**src/rtl/bcd_down_counter.sv**
```systemverilog
// Cascaded multi-digit BCD decade down-counter with load, zero flag and terminal-count strobe.
// Borrow ripples through all digits in one cycle; WRAP selects hold-at-zero or roll-to-nines.
module bcd_down_counter #(
  parameter int unsigned DIGITS = 4,
  parameter int unsigned WRAP   = 0
) (
  input  logic                  clk,
  input  logic                  rst_n,
  input  logic                  load,
  input  logic [4*DIGITS-1:0]   load_val,
  input  logic                  en,
  output logic [4*DIGITS-1:0]   cnt,
  output logic                  zero,
  output logic                  tc,
  output logic                  load_err
);

  localparam int unsigned W = 4 * DIGITS;

  logic [W-1:0] cnt_nxt;
  logic [W-1:0] dec_val;
  logic         zero_nxt;
  logic         tc_nxt;
  logic         err_nxt;
  logic         load_ok;
  logic         borrow;

  // Next-state: load beats en; a decrement from zero only moves when wrapping.
  always_comb begin
    cnt_nxt  = cnt;
    dec_val  = cnt;
    tc_nxt   = 1'b0;
    err_nxt  = 1'b0;
    load_ok  = 1'b1;
    borrow   = 1'b1;
    zero_nxt = zero;

    for (int i = 0; i < int'(DIGITS); i++) begin
      if (load_val[4*i +: 4] > 4'd9) begin
        load_ok = 1'b0;
      end
    end

    for (int i = 0; i < int'(DIGITS); i++) begin
      if (borrow) begin
        if (cnt[4*i +: 4] == 4'd0) begin
          dec_val[4*i +: 4] = 4'd9;
        end else begin
          dec_val[4*i +: 4] = cnt[4*i +: 4] - 4'd1;
          borrow            = 1'b0;
        end
      end
    end

    if (load) begin
      if (load_ok) begin
        cnt_nxt = load_val;
      end else begin
        err_nxt = 1'b1;
      end
    end else if (en) begin
      if (zero) begin
        if (WRAP != 0) begin
          cnt_nxt = dec_val;
        end
      end else begin
        cnt_nxt = dec_val;
        tc_nxt  = (dec_val == '0);
      end
    end

    zero_nxt = (cnt_nxt == '0);
  end

  // zero is registered from the next count so it tracks cnt in the same cycle.
  always_ff @(posedge clk or negedge rst_n) begin
    if (!rst_n) begin
      cnt      <= '0;
      zero     <= 1'b1;
      tc       <= 1'b0;
      load_err <= 1'b0;
    end else begin
      cnt      <= cnt_nxt;
      zero     <= zero_nxt;
      tc       <= tc_nxt;
      load_err <= err_nxt;
    end
  end

endmodule

```
**config.mk**
```make
export PLATFORM = sky130hd
export DESIGN_NAME = bcd_down_counter
export DESIGN_NICKNAME = d
export VERILOG_FILES = /design/src/rtl/bcd_down_counter.sv
export SDC_FILE = /design/constraint.sdc
export NUM_CORES = 1
export LEC_CHECK = 0
export ABC_AREA = 1
export ABC_CLOCK_PERIOD_IN_PS = 2200
export CORE_UTILIZATION = 53
export CTS_CLUSTER_DIAMETER = 200
export DETAILED_ROUTE_END_ITERATION = 8
export GPL_ROUTABILITY_DRIVEN = 0
export GPL_TIMING_DRIVEN = 0
export PLACE_DENSITY_LB_ADDON = 0.2
export SLEW_MARGIN = 10
export SYNTH_ARGS = -nofsm -noshare
export SYNTH_HDL_FRONTEND = slang
export SYNTH_SLANG_ARGS = --single-unit
```
**constraint.sdc**
```tcl
create_clock -name clk -period 2.2 [get_ports clk]
set_input_delay 0.55 -clock clk [delete_from_list [all_inputs] [get_ports clk]]
set_output_delay 0.55 -clock clk [all_outputs]
set_load 0.05 [all_outputs]
```
==> results of run 1 <==
## metal layers
layer	up-vias	GRT usage
li1	903	-
met1	814	0.369
met2	68	0.469
met3	7	0.0276
met4	0	0.0871
met5	-	0
## layout by cell type (no fill, tap or decap), drive strengths merged
| cell | n |
|---|---|
| nor3 | 2 |
| o21ai | 17 |
| dfstp | 1 |
| nand2 | 86 |
| dfrtp | 18 |
| clkdlybuf4s50 | 31 |
| buf | 5 |
| inv | 37 |
| nor4 | 1 |
| dlymetal6s2s | 4 |
| a21oi | 19 |
| o211ai | 5 |
| nand4 | 5 |
| nand3 | 29 |
| clkbuf | 6 |
| nor2 | 27 |
| dlygate4sd2 | 2 |
| xor2 | 2 |
## sequential cells by signal (all words and copies together) (netlist names)
register,count
cnt,16
load_err,1
tc,1
zero,1
## per-stage QoR
stage | total power (uW) | utilization | hold WS, ns | TNS (ns) | setup WS, ns
finish | 1390 | 0.731 | 0.604 | 0 | 0.0490
global route | 1480 | 0.731 | 0.643 | 0 | 0.00329
CTS | 1390 | 0.724 | 0.601 | 0 | 0.0287
detailed placement | 1200 | 0.715 | 0.581 | -0.366 | -0.261
global placement | 1190 | 0.715 | 0.585 | -0.337 | -0.236
floorplan | 975 | - | 0.254 | 0 | 0.440
## power by group
group / switching (uW) / internal [uW] / total, uW / leakage [uW]
clock network: 116 / 70.7 / 187 / 0.0000150
logic: 475 / 243 / 718 / 0.000839
registers: 78.7 / 403 / 482 / 0.000222
## final timing paths
check,cells after the start,start,endpoint
max,1,cnt[4],cnt[4]
min,3,cnt[11],tc
max reg2reg,9,zero,zero
min reg2reg,3,cnt[11],tc
max in group asynchronous,1,rst_n,cnt[10]
min in group asynchronous,1,rst_n,cnt[13]
## area by class of cell
type	count	area share
inverter	37	0.0678
clock buffer	4	0.0128
timing repair buffer	37	0.184
tap	31	0.0189
buffer	7	0.0214
sequential	19	0.233
multi-input combinational	193	0.462
## kinds of logic (layout without fill, tap and decap cells)
kind of cell | after synthesis | in the layout | share of synthesized area
AND/OR/NAND/NOR | 150 | 150 | 0.439
XOR/XNOR | 2 | 2 | 0.0110
buffers and inverters | 44 | 85 | 0.114
AO/OA/AOI/OAI | 41 | 41 | 0.139
flip-flops | 19 | 19 | 0.298
==> results by group, run 1 <==
Worst hold path
  – HP Class: flop to flop

Clock network
  – Post-CTS setup buffers: 0
  – Hold buffers post-CTS: 0
  – CTS tree: done
  – Clk sinks: 19
  – Clock Latency Late Sink: ~0.30 ns
  – Clock slew at reported path FFs: around 0.12 ns
  – CTS Buf Count: 3
  – H-tree depth: 1
  – CTS Buffer Depth: 2
  – Root Driver: clkbuf_4
  – Cts repair resizes: 2

Floorplanning
  – Area of the core: around 2800 um^2
  – Die area: 3240 um^2
  – Die Span Y: 56.9 um
  – FP Rows: 19
  – Initial Util: 0.570
  – Die X: 56.9 um
  – I/O pin cnt: 39

Synth
  – Top-count cell post-synth: nand2_1
  – Synthesized flop and latch total: 19
  – Yosys top cell area share: 0.282
  – Yosys warning total: 0
  – EDFF count, synth: 0
  – Largest cells by area after synthesis: dfrtp_1 (28%), nand2_1 (19%), nand3_1 (8.5%), inv_1 (8.2%), a21oi_1 (6.0%)
  – Synth Instances: between 200 and 300
  – Sequential share of the synthesized area: 0.298
  – Fraction of registers with async set/reset: 1.00
  – Top cells by count, synth: nand2_1 (82), inv_1 (35), nand3_1 (27)
  – Netlist cell types: 26
  – Dominant cell type by area after synthesis: dfrtp_1
  – Cell Area, Synth: roughly 1600 um^2
  – Syn Area/Cell: about 6.2 um^2
  – Syn_nets: around 280
  – Ys flop type: dfrtp_1

Global routing
  – Total grt overflow: 0
  – Global Route Usage Sum: 0.276
  – Vias in the first global route: 1600
  – Largest net degree at the start of global routing: 20
  – Initial antenna violation count: 0
  – First-pass GRT wire length: 6930 um

Cells and area
  – Antenna diodes: 0
  – FF/Latch Area: roughly 480 um^2
  – Layout Nets: between 300 and 400
  – Multi-input logic area: approximately 950 um^2
  – Fillers: roughly 250
  – Layout cells sized above 1: 0.0909
  – Final instance area: a little over 2000 um^2
  – Fin cells: approximately 330
  – Layout Area Growth over Synthesis: 28.3%

Place
  – Buffers on Ports: 37
  – Detailed placement HPWL: 3180 um
  – DP Area: 2010 um^2
  – Placed Cells: approximately 320

Worst setup path
  – CP max-delay cell: clkdlybuf4s50_1
  – Largest delay contributor family on the critical path: buffers and inverters
  – Worst setup SP type: flop
  – FF-to-FF setup slack: 0.28 ns
  – WP buf/inv: 1
  – Worst-path cell chain: clkdlybuf4s50_1
  – CP max stage delay: ~0.84 ns
  – Worst Path Arrival: 1.60 ns
  – CP Max Fanout: 7
  – Crit end category: output port
  – Crit Path Class: flop to output port
  – CP required: between 1.5 and 2 ns

STA
  – Worst-Margin Slew: around 0.9 ns
  – Slew HR: 0.401
  – Hold Vio Cnt, Final: 0
  – RSZ-0062 raised after global routing: false
  – Fmax: between 400 and 500 MHz
  – Max Clock Skew: ~0.0035 ns
  – Crit path time final: approximately 2.2 ns
  – Final period util: 0.978
  – Pins Over Slew Limit: 0
  – Setup violations, final: 0

Run
  – Number of max-cap violations: 0

Route
  – Met1 wire length: between 1500 and 2000 um
  – DR WL/cell: between 10 and 15 um
  – Final WL: approximately 4200 um
  – WL met3: between 200 and 300 um
  – Number of DRC markers in iteration 0: 94
  – Routed wl met2: between 1500 and 2000 um
  – Via-to-Cell Ratio: 5.46
  – ANT nets after route: 0
  – Routed vias: 1792
  – Top sig layer: met4
  – DRT Pass-1 Iters: 6
  – DRC violations left: 5

Power
  – Pwr dens: 677 nW/um^2
  – Pleak: 0.00108 uW
  – Peak supply drop: slightly above 500 uV

Status
  – Failing checks: DRC
  – Status: complete, but fails checks
Note: power is estimated with default switching activity, not from simulation.
==> run 2: changes to the inputs <==
- ABC_AREA: 1 -> unset
- ABC_CLOCK_PERIOD_IN_PS: 2200 -> 2000
- CELL_PAD_IN_SITES_DETAIL_PLACEMENT: unset -> 2
- CELL_PAD_IN_SITES_GLOBAL_PLACEMENT: unset -> 2
- CORE_UTILIZATION: 53 -> 26
- clock period: 2.2 -> 2 ns (I/O delays scaled with it)
==> run 2 against run 1 <==
Final cell count down 20%. Routed wire length rose by 58%. Critical path type is now flop to flop. The flow finishes with violations (DRC, setup timing). Area after synthesis fell by 23%. Critical path depth grew 7. Clock-buffer cell count is 1 lower. Global-route usage fell by 1.2 points. Power up 32%. Flip-flop and latch count did not move. Worst hold slack lost 0.014 ns.
==> results by group, run 2 <==
Status
  – Failing checks: DRC, setup timing
  – Status: complete, but fails checks

Worst setup path
  – Crit Path Class: flop to flop
  – FF-to-FF setup slack: -0.52 ns
  – CP max-delay cell: or4_4
  – Worst Path Arrival: roughly 2.7 ns
  – CP max stage delay: 0.54 ns
  – Worst setup SP type: flop
  – CP required: between 2 and 2.5 ns
  – CP Max Fanout: 4
  – Crit end category: flop
  – Worst-path cell chain: buf_6 > nor4_4 > nand4_1 > o21ai_1 > nand2_1 > a21o_1 > or4_4 > nor4_4
  – Most frequent CP cell: nor4_4

Clock network
  – Hold buffers post-CTS: 0
  – Clock Latency Late Sink: around 0.27 ns
  – CTS Buf Count: 3
  – CTS tree: done
  – Clk sinks: 19
  – H-tree depth: 1
  – Root Driver: clkbuf_8
  – Clock slew at reported path FFs: roughly 0.08 ns
  – CTS Buffer Depth: 2

Cells and area
  – Layout cells sized above 1: 0.415
  – Commonest cells after routing, fill and taps aside: buf_4 (24), dlygate4sd2_1 (21), nand2_1 (17)
  – Layout Area Growth over Synthesis: 76.5%
  – Number of flip-flops in the largest register: 16
  – Layout Nets: approximately 230
  – Fin cells: roughly 260
  – Largest Register: cnt
  – Antenna diodes: 0
  – Commonest non-fill, non-tap cell in the layout: buf_4

Synth
  – Syn_nets: roughly 160
  – Fraction of registers with async set/reset: 1.00
  – Top cells by count, synth: nand2_1 (20), dfrtp_1 (18), nor2_1 (14)
  – Top-count cell post-synth: nand2_1
  – Largest family of logic cells by synthesized area: simple AND/OR/NAND/NOR gates
  – Yosys top cell area share: 0.368
  – Multiplexer share of the synthesized area: 0.0164
  – Cell Area, Synth: 1220 um^2
  – Ys flop type: dfrtp_1
  – Xor/xnor cell area share of the yosys netlist: 0.00716
  – Syn Area/Cell: roughly 8.5 um^2
  – Compound-Gate Fraction of Synth Area: 0.189
  – Dominant cell type by area after synthesis: dfrtp_1
  – Synthesized flop and latch total: 19
  – Sequential share of the synthesized area: 0.390
  – Yosys warning total: 0
  – Synth Instances: approximately 140
  – EDFF count, synth: 0
  – Simple-gate share of the synthesized area: 0.366
  – Adder-Cell Fraction of Synth Area: 0
  – Largest cells by area after synthesis: dfrtp_1 (37%), nand2_1 (6.1%), nor2_1 (4.3%), nor3_1 (4.1%), a21oi_1 (2.9%)
  – Netlist cell types: 48

Global routing
  – Global Route Usage Sum: 0.264
  – Total grt overflow: 0
  – Largest net degree at the start of global routing: 20
  – Initial antenna violation count: 0
  – First-pass GRT wire length: just under 10000 um
  – Vias in the first global route: between 1500 and 2000

STA
  – Setup TNS: -1.15 ns
  – RSZ-0062 raised after global routing: true
  – Slew HR: 0.406
  – Crit path time final: between 2 and 3 ns
  – Max Clock Skew: about 0.0028 ns
  – Setup WS post-layout: -0.521 ns
  – Hold Vio Cnt, Final: 0
  – Fmax: a little under 400 MHz
  – Final period util: 1.26
  – Setup violations, final: 5
  – Worst-Margin Slew: around 0.89 ns
  – Pins Over Slew Limit: 0

Place
  – Buffers on Ports: 37
  – Placed Cells: ~230
  – Pre-CTS setup slack: -1.41 ns
  – Detailed placement HPWL: around 3800 um

Worst hold path
  – HP Class: flop to flop

Route
  – Routed vias: between 1500 and 2000
  – Final WL: about 6600 um
  – DRC violations left: 6
  – ANT nets after route: 0
  – Via-to-Cell Ratio: between 5 and 6
  – DR WL/cell: approximately 25 um
  – Number of DRC markers in iteration 0: 116
  – DRT Pass-1 Iters: 6

Power
  – Peak supply drop: about 320 uV
  – Net Sw Frac: 0.483
  – Int Power: 947 uW
  – Tot Pwr: 1830 uW
  – Sequential Power Share: 0.320
  – Clk pwr share: 0.163
  – Psw: slightly below 900 uW
  – Combinational fraction of design power: 0.518
  – Pleak: approximately 0.00093 uW
  – Pwr dens: 848 nW/um^2

Floorplanning
  – Die area: ~5000 um^2
  – Initial Util: 0.275
  – Die X: between 70 and 80 um
  – Die Span Y: 70.6 um
  – FP Rows: 24
  – Area of the core: roughly 4400 um^2
  – I/O pin cnt: 39

Run
  – Number of max-cap violations: 0
run 2: cell types whose count changed in the layout (fill, tap and decap cells not counted), moves of 5 or more:
cell,before,now
inv_1,35,2
nor3_2,0,5
nand2_1,82,17
nor2_1,19,13
dlygate4sd2_1,2,21
a21oi_1,19,5
o21ai_0,14,1
dfrtp_2,0,12
dfrtp_1,18,6
buf_4,0,24
nand3_1,27,4
clkdlybuf4s50_1,31,11
run 2: per-layer routing:
metal	up-vias	global-route usage	part of all wire
li1	678	-	-
met1	765	0.319	0.43
met2	48	0.453	0.49
met3	17	0.0598	0.051
met4	0	0.116	0.030
met5	-	0	0
run 2: logic make-up after synthesis:
family / after synthesis
mux: 2
compound gates: 35
xor+xnor: 1
flops: 19
simple gates: 79
buf+inv: 8
run 2: final timing paths:
| path | from | end | cells past startpoint |
|---|---|---|---|
| setup / recovery | cnt[0] | zero | 8 |
| hold / removal | cnt[8] | cnt[8] | 1 |
| hold reg to reg | cnt[8] | cnt[8] | 1 |
| min in group asynchronous | rst_n | cnt[4] | 1 |
| max in group asynchronous | rst_n | cnt[9] | 1 |
| setup reg to reg | cnt[0] | zero | 8 |
run 2: area by class of cell:
type	instances	area, um^2
Fill cell	483	2280
Multi-Input combinational cell	117	932
Timing Repair Buffer	65	582
Sequential cell	19	492
Tap cell	52	65.1
Clock buffer	3	41.3
Buffer	4	27.5
Inverter	3	15.0
Clock inverter	1	5.00
run 2: repair_timing:
action / in CTS / in global routing
setup buffers: 18 / 10
gates resized for setup: 59 / 22
pin swaps: 19 / 16
hold endpoints to repair: 0 / 0
setup endpoints to repair: 25 / 12
run 2: power groups by stage:
stage	clock (uW)	combinational (uW)	sequential, uW
finish	298	947	585
global route	319	982	598
CTS	293	856	575
detailed placement	0	753	586
global placement	0	737	577
floorplan	0	237	799
run 2: metrics by stage:
| stage | instance area (um^2) | utilization | hold WS (ns) |
|---|---|---|---|
| after detailed placement | 1700 | 0.382 | 0.552 |
| final | 2160 | 0.486 | 0.590 |
| after global placement | 1700 | 0.382 | 0.550 |
| after global routing | 2160 | 0.486 | 0.611 |
| after floorplan | 1260 | - | 0.204 |
| after CTS | 2010 | 0.453 | 0.571 |
run 2: critical path: cells and delay by family (launching register included):
family	cells	cell delay (ns)
flip-flops	1	0.44
AND/OR/NAND/NOR	5	1.43
buffers and inverters	1	0.13
AO/OA/AOI/OAI	2	0.45
